## src/rtl/serial_add_sequencer_if.sv

```systemverilog
// Operand-request and result handshake bundle for the bit-serial adder.
// master = requester/consumer side, slave = the adder itself.
interface serial_add_sequencer_if #(
  parameter int WIDTH = 16
);
  logic             start_valid;
  logic             start_ready;
  logic [WIDTH-1:0] a;
  logic [WIDTH-1:0] b;
  logic             cin;
  logic             busy;
  logic             done_valid;
  logic             done_ready;
  logic [WIDTH-1:0] sum;
  logic             cout;
  logic             ovf;

  modport master (
    output start_valid, a, b, cin, done_ready,
    input  start_ready, busy, done_valid, sum, cout, ovf
  );

  modport slave (
    input  start_valid, a, b, cin, done_ready,
    output start_ready, busy, done_valid, sum, cout, ovf
  );
endinterface

```

## src/rtl/serial_add_sequencer.sv

```systemverilog
// Bit-serial WIDTH-bit adder: one full-adder cell reused for WIDTH cycles,
// LSB first, with valid/ready handshakes for operands and result.
module sas_half_adder (
  input  logic x,
  input  logic y,
  output logic s,
  output logic c
);
  assign s = x ^ y;
  assign c = x & y;
endmodule

// state | meaning
// IDLE  | waiting for operands; start_ready=1, last result held on outputs
// RUN   | one sum bit produced per edge, LSB first
// DONE  | result valid, held until done_ready
module serial_add_sequencer #(
  parameter int WIDTH = 16,
  parameter int CNT_W = $clog2(WIDTH)
) (
  input  logic                 clk,
  input  logic                 reset,
  serial_add_sequencer_if.slave bus
);
  typedef enum logic [1:0] {
    IDLE = 2'd0,
    RUN  = 2'd1,
    DONE = 2'd2
  } state_e;

  localparam logic [CNT_W-1:0] LAST_BIT = CNT_W'(WIDTH - 1);

  state_e           state_q, state_d;
  logic [CNT_W-1:0] cnt_q, cnt_d;
  logic [WIDTH-1:0] a_sh_q, a_sh_d;
  logic [WIDTH-1:0] b_sh_q, b_sh_d;
  logic [WIDTH-1:0] sum_sh_q, sum_sh_d;
  logic             carry_q, carry_d;
  logic             ovf_q, ovf_d;

  logic ha0_s, ha0_c, fa_sum, ha1_c, fa_cout;

  sas_half_adder u_ha0 (.x(a_sh_q[0]), .y(b_sh_q[0]), .s(ha0_s),  .c(ha0_c));
  sas_half_adder u_ha1 (.x(ha0_s),     .y(carry_q),   .s(fa_sum), .c(ha1_c));
  assign fa_cout = ha0_c | ha1_c;

  always_comb begin
    state_d  = state_q;
    cnt_d    = cnt_q;
    a_sh_d   = a_sh_q;
    b_sh_d   = b_sh_q;
    sum_sh_d = sum_sh_q;
    carry_d  = carry_q;
    ovf_d    = ovf_q;
    case (state_q)
      IDLE: begin
        if (bus.start_valid) begin
          state_d = RUN;
          a_sh_d  = bus.a;
          b_sh_d  = bus.b;
          carry_d = bus.cin;
          cnt_d   = '0;
        end
      end
      RUN: begin
        a_sh_d   = a_sh_q >> 1;
        b_sh_d   = b_sh_q >> 1;
        sum_sh_d = {fa_sum, sum_sh_q[WIDTH-1:1]};
        carry_d  = fa_cout;
        // On the MSB, carry_q is the carry into the sign bit.
        if (cnt_q == LAST_BIT) begin
          ovf_d   = carry_q ^ fa_cout;
          state_d = DONE;
        end else begin
          cnt_d = cnt_q + CNT_W'(1);
        end
      end
      DONE: begin
        if (bus.done_ready) state_d = IDLE;
      end
      default: state_d = IDLE;
    endcase
  end

  always_ff @(posedge clk or posedge reset) begin
    if (reset) begin
      state_q  <= IDLE;
      cnt_q    <= '0;
      a_sh_q   <= '0;
      b_sh_q   <= '0;
      sum_sh_q <= '0;
      carry_q  <= 1'b0;
      ovf_q    <= 1'b0;
    end else begin
      state_q  <= state_d;
      cnt_q    <= cnt_d;
      a_sh_q   <= a_sh_d;
      b_sh_q   <= b_sh_d;
      sum_sh_q <= sum_sh_d;
      carry_q  <= carry_d;
      ovf_q    <= ovf_d;
    end
  end

  assign bus.start_ready = (state_q == IDLE);
  assign bus.busy        = (state_q != IDLE);
  assign bus.done_valid  = (state_q == DONE);
  assign bus.sum         = sum_sh_q;
  assign bus.cout        = carry_q;
  assign bus.ovf         = ovf_q;
endmodule
```

## src/flat_wrapper.sv

```systemverilog
// flat-port wrapper written by rule: the top's interface ports become plain ports
module serial_add_sequencer_flat 
#(
  parameter int WIDTH = 16,
  parameter int CNT_W = $clog2(WIDTH)
)
  (clk, reset, bus_start_valid, bus_a, bus_b, bus_cin, bus_done_ready, bus_start_ready, bus_busy, bus_done_valid, bus_sum, bus_cout, bus_ovf);
  serial_add_sequencer_if #(.WIDTH(WIDTH)) bus_i ();
  input  logic clk;
  input  logic reset;
  input wire logic [$bits(bus_i.start_valid)-1:0] bus_start_valid;
  input wire logic [$bits(bus_i.a)-1:0] bus_a;
  input wire logic [$bits(bus_i.b)-1:0] bus_b;
  input wire logic [$bits(bus_i.cin)-1:0] bus_cin;
  input wire logic [$bits(bus_i.done_ready)-1:0] bus_done_ready;
  output wire logic [$bits(bus_i.start_ready)-1:0] bus_start_ready;
  output wire logic [$bits(bus_i.busy)-1:0] bus_busy;
  output wire logic [$bits(bus_i.done_valid)-1:0] bus_done_valid;
  output wire logic [$bits(bus_i.sum)-1:0] bus_sum;
  output wire logic [$bits(bus_i.cout)-1:0] bus_cout;
  output wire logic [$bits(bus_i.ovf)-1:0] bus_ovf;
  assign bus_i.start_valid = bus_start_valid;
  assign bus_i.a = bus_a;
  assign bus_i.b = bus_b;
  assign bus_i.cin = bus_cin;
  assign bus_i.done_ready = bus_done_ready;
  assign bus_start_ready = bus_i.start_ready;
  assign bus_busy = bus_i.busy;
  assign bus_done_valid = bus_i.done_valid;
  assign bus_sum = bus_i.sum;
  assign bus_cout = bus_i.cout;
  assign bus_ovf = bus_i.ovf;
  serial_add_sequencer #(.WIDTH(WIDTH), .CNT_W(CNT_W)) u_core (.clk(clk), .reset(reset), .bus(bus_i));
endmodule
```

## config.mk

```make
export PLATFORM = sky130hd
export DESIGN_NAME = serial_add_sequencer_flat
export DESIGN_NICKNAME = d
export VERILOG_FILES = /design/src/rtl/serial_add_sequencer_if.sv /design/src/rtl/serial_add_sequencer.sv /design/src/flat_wrapper.sv
export SDC_FILE = /design/constraint.sdc
export NUM_CORES = 1
export LEC_CHECK = 0
export CORE_ASPECT_RATIO = 0.5
export CORE_MARGIN = 4
export CORE_UTILIZATION = 50
export DETAILED_ROUTE_END_ITERATION = 7
export MAX_ROUTING_LAYER = met4
export PLACE_DENSITY = 0.82
export RECOVER_POWER = 100
export SYNTH_ARGS = -nofsm -noshare
export SYNTH_HDL_FRONTEND = slang
export SYNTH_SLANG_ARGS = --single-unit
```

## constraint.sdc

```tcl
create_clock -name clk -period 2.1 [get_ports clk]
set_input_delay 0.21 -clock clk [delete_from_list [all_inputs] [get_ports clk]]
set_output_delay 0.21 -clock clk [all_outputs]
set_load 0.005 [all_outputs]
```

==> flow_results.org <==
** Place
- Detailed placement ended at an HPWL of 3.93 mm.
- During placement, the flow inserted port buffers numbering 57.
- At the end of routability-driven placement, the weighted congestion stood at between 0.7 and 0.8.
- Including well taps, the total number of placed cells is 370.
- Area of placed instances :: approximately 0.0032 mm²

** Floorplan
- The die is 58.4 µm tall.
- Standard-cell rows :: 17
- Horizontal extent of the die :: between 100 and 150 µm
- The floorplan step defined a die boundary enclosing 0.00635 mm².
- Area inside the core boundary :: 0.00464 mm²
- Number of top-level pins :: between 50 and 60
- For this configuration, the core starts out at a cell density of 0.547.

** Pwr
- Worst voltage drop across the vdd grid :: 0.675 mV
- Switching share of power :: 0.373
- Of the total power, combinational logic draws 0.431.
- Power density cells :: 1440 mW/mm²
- The share of total power dissipated in sequential elements is 0.415.
- Of the total power, the clock network draws 0.154.
- The analysis attributes to cell leakage a power of 1.57 nW.
- Internal power comes to 2.95 mW.
- Net switching power figure :: about 1.8 mW

** CTS
- The tree is rooted in a sky130_fd_sc_hd__clkbuf_8.
- Clock tree from TritonCTS :: built
- In this run the number of H-tree levels came out at 2.
- The later pin in the worst-skew pair is clocked with a latency of between 0.3 and 0.4 ns.
- Clock Path Buffers :: 2
- In this run, post-CTS repair resized a total of 0 instances.
- Once the clock tree was built, the setup fixing pass inserted 0 buffers.
- Clock tree synthesis inserted a total of 5 buffers.
- # clock sinks :: 56
- Post-CTS Hold Fix Bufs :: 0
- After clock tree synthesis, the clock-pin slew on the worst setup and hold paths is ~0.10 ns.

** Timing
- Dividing the final minimum period by the clock period gives 0.907.
- Final-layout setup total negative slack :: 0 ns
- Setup violations remaining at the end of the flow were counted as 0.
- Smallest hold slack :: roughly 0.44 ns
- Setup repair after global routing left no endpoint under its margin.
- Setup skew after layout :: 0.0150 ns
- The clock period could shrink to 1.90 ns.
- The number of failing hold endpoints at the final stage came to 0.
- Count of final max-slew check failures :: 0
- Transition time at the pin with the least slew margin :: 0.808 ns
- Measured against its own limit, the worst slew margin works out to 0.461.
- Based on the critical path, the design can be clocked at up to 525 MHz.

** Global route
- The initial antenna violation count was 0.
- Fraction of met1 tracks used by global routing :: 0.220
- Summed over all layers, the global routing overflow is 0.
- Largest net degree at the start of global routing :: 66
- The layer flagged by global routing as most heavily used is met2.
- Across every metal layer, demand over resource in global routing totals 0.180.
- For met3 alone, demand over resource in global routing was 0.0394.
- Met2 Usage GRT :: 0.305
- The first global-routing pass estimated 8.69 mm of wire.
- Via count of the first global-routing pass :: 1938

** Detailed routing
- Initial DRC Count :: 56
- Post-detailed-route count of antenna-violating nets :: 0
- Vias per inst :: 5.06
- The final layout contains routed wiring with a total length of roughly 5.3 mm.
- Number of DRC violations after detailed routing :: 0
- For this run, the detailed router's first-pass iteration total came to 4.
- For this block, the via count after detailed routing is 1914.
- DR WL/cell :: 13.9 µm

** Min path
- The tightest min-delay check is of the in2reg type.

** Worst setup path
- The critical path is of the reg2out type.
- Across all register-to-register paths, the minimum setup slack is 0.35 ns.
- Nature of the critical path startpoint :: flip-flop
- STA classifies the critical path endpoint as an output pin.
- Data arrives at the worst endpoint at 1.69 ns.
- Data required time of the worst path :: 1.89 ns
- Biggest fanout along the worst timing path :: 13

** Logic synthesis
- Number of warnings reported in the yosys synthesis log :: 0
- After synthesis, the mean cell area works out to 9.84 µm².
- Post-synthesis sequential element count :: 56
- Synthesis handed over a netlist of 258 instances.
- The number of different library cells used by synthesis comes to 28.
- The number of nets handed over by synthesis was 297.
- Mapped cell area :: around 0.0025 mm²
- Part of the Yosys area used for sequential elements :: 0.552

** Outcome
- The run finished with clean final reports.

** Finish
- In the final layout, the share of cells above drive strength 1 is 0.0513.
- Final Instance Count excl. Fillers :: 378
- Final #Nets :: 350
- Finished Cell Area :: 0.00327 mm²
- Number of diodes :: 0
- From synthesis to final layout, the design area changed by 28.7%.

** Run
- Number of max-capacitance violations reported :: 0
-- stage by stage --
step	util	power (mW)	setup slack, ns
2_1_floorplan	-	3.36	0.519
3_3_place_gp	0.687	4.03	0.464
3_5_place_dp	0.687	4.17	0.385
4_1_cts	0.712	4.89	0.252
5_1_grt	0.705	5.11	0.0768
6_report	0.705	4.70	0.196
-- cell type report --
| type | instances | area, µm² |
|---|---|---|
| clock buffer | 5 | 68.8 |
| sequential | 56 | 1400 |
| tap | 66 | 82.6 |
| inverter | 3 | 11.3 |
| multi-input combinational | 181 | 1030 |
| fill | 370 | 1370 |
| clock inverter | 3 | 47.5 |
| timing repair buffer | 64 | 627 |
-- kinds of logic after synthesis --
| kind of cell | share of synthesized area |
|---|---|
| simple gates | 0.166 |
| flops | 0.552 |
| compound gates | 0.0912 |
| mux | 0.127 |
| buf+inv | 0.0478 |
| fa+ha+maj | 0.0128 |
| xor+xnor | 0.00345 |
-- Yosys cell counts --
library cell                n  area [µm²]
sky130_fd_sc_hd__a21oi_1    7        35.0
sky130_fd_sc_hd__and3_1     2        12.5
sky130_fd_sc_hd__and4b_1    1        10.0
sky130_fd_sc_hd__buf_2      7        35.0
sky130_fd_sc_hd__buf_4      5        37.5
sky130_fd_sc_hd__buf_6      2        22.5
sky130_fd_sc_hd__clkbuf_1   4        15.0
sky130_fd_sc_hd__dfrtp_1   56        1400
sky130_fd_sc_hd__fa_1       1        20.0
sky130_fd_sc_hd__ha_1       1        12.5
sky130_fd_sc_hd__inv_1      3        11.3
sky130_fd_sc_hd__mux2_1     1        11.3
sky130_fd_sc_hd__mux2i_1   31         310
sky130_fd_sc_hd__nand2_1   85         319
sky130_fd_sc_hd__nand2_2    1        6.26
sky130_fd_sc_hd__nand2b_1   2        12.5
sky130_fd_sc_hd__nand3_1    2        10.0
sky130_fd_sc_hd__nor2_1     2        7.51
sky130_fd_sc_hd__nor2b_1    3        18.8
sky130_fd_sc_hd__nor2b_2    1        8.76
sky130_fd_sc_hd__nor3_1     3        15.0
sky130_fd_sc_hd__o211ai_1   1        7.51
sky130_fd_sc_hd__o21ai_0   24         120
sky130_fd_sc_hd__o21ai_1    9        45.0
sky130_fd_sc_hd__o21bai_1   1        7.51
sky130_fd_sc_hd__o311ai_0   1        8.76
sky130_fd_sc_hd__o31ai_1    1        7.51
sky130_fd_sc_hd__xor2_1     1        8.76
-- flip-flops by register name, summed over array words and instances, names as in the netlist --
name,count
u_core.a_sh_q,16
u_core.b_sh_q,16
u_core.bus.cout,1
u_core.bus.ovf,1
u_core.bus.sum,16
u_core.cnt_q,4
u_core.state_q,2
-- power groups by stage --
stage	sequential, mW	combinational [mW]	clock, mW
5_1_grt	2.01	2.31	0.785
3_3_place_gp	1.94	2.09	0
6_report	1.95	2.02	0.726
3_5_place_dp	1.98	2.19	0
4_1_cts	1.96	2.20	0.742
2_1_floorplan	1.87	1.49	0
-- layer usage --
layer,vias up,wire (µm)
met4,0,55
met3,8,249
li1,957,-
met2,33,2620
met5,-,0
met1,916,2330
-- worst max-delay path, stage by stage (launching register included) --
cell                            delay, ns
sky130_fd_sc_hd__dfrtp_1             0.54
sky130_fd_sc_hd__nor2_1              0.21
sky130_fd_sc_hd__inv_1               0.06
sky130_fd_sc_hd__dlygate4sd3_1       0.58
-- placed cells by master, fill, tap and decap left out, types with 2 or more instances in the layout --
master | Yosys | routed
sky130_fd_sc_hd__clkbuf_8 | 0 | 5
sky130_fd_sc_hd__inv_1 | 3 | 3
sky130_fd_sc_hd__nand2b_1 | 2 | 2
sky130_fd_sc_hd__clkdlybuf4s50_1 | 0 | 35
sky130_fd_sc_hd__nand2_1 | 85 | 86
sky130_fd_sc_hd__nand3_1 | 2 | 2
sky130_fd_sc_hd__nor2b_1 | 3 | 3
sky130_fd_sc_hd__dlygate4sd3_1 | 0 | 22
sky130_fd_sc_hd__buf_4 | 5 | 2
sky130_fd_sc_hd__a21oi_1 | 7 | 7
sky130_fd_sc_hd__mux2i_1 | 31 | 31
sky130_fd_sc_hd__o21ai_0 | 24 | 32
sky130_fd_sc_hd__dfrtp_1 | 56 | 56
sky130_fd_sc_hd__nor2_1 | 2 | 2
sky130_fd_sc_hd__clkinv_4 | 0 | 2
sky130_fd_sc_hd__clkbuf_2 | 0 | 2
sky130_fd_sc_hd__and3_1 | 2 | 2
sky130_fd_sc_hd__nor3_1 | 3 | 3
-- final timing paths --
| kind | from | endpoint | cells after the start |
|---|---|---|---|
| min in group asynchronous | reset | u_core.bus.sum[0] | 2 |
| setup reg to reg | u_core.state_q[0] | u_core.b_sh_q[6] | 4 |
| setup / recovery | u_core.state_q[0] | bus_busy | 3 |
| max in group asynchronous | reset | u_core.b_sh_q[4] | 3 |
| hold / removal | bus_done_ready | u_core.state_q[1] | 2 |
| hold reg to reg | u_core.bus.sum[0] | u_core.bus.sum[0] | 2 |
Note: power is estimated with default switching activity, not from simulation.
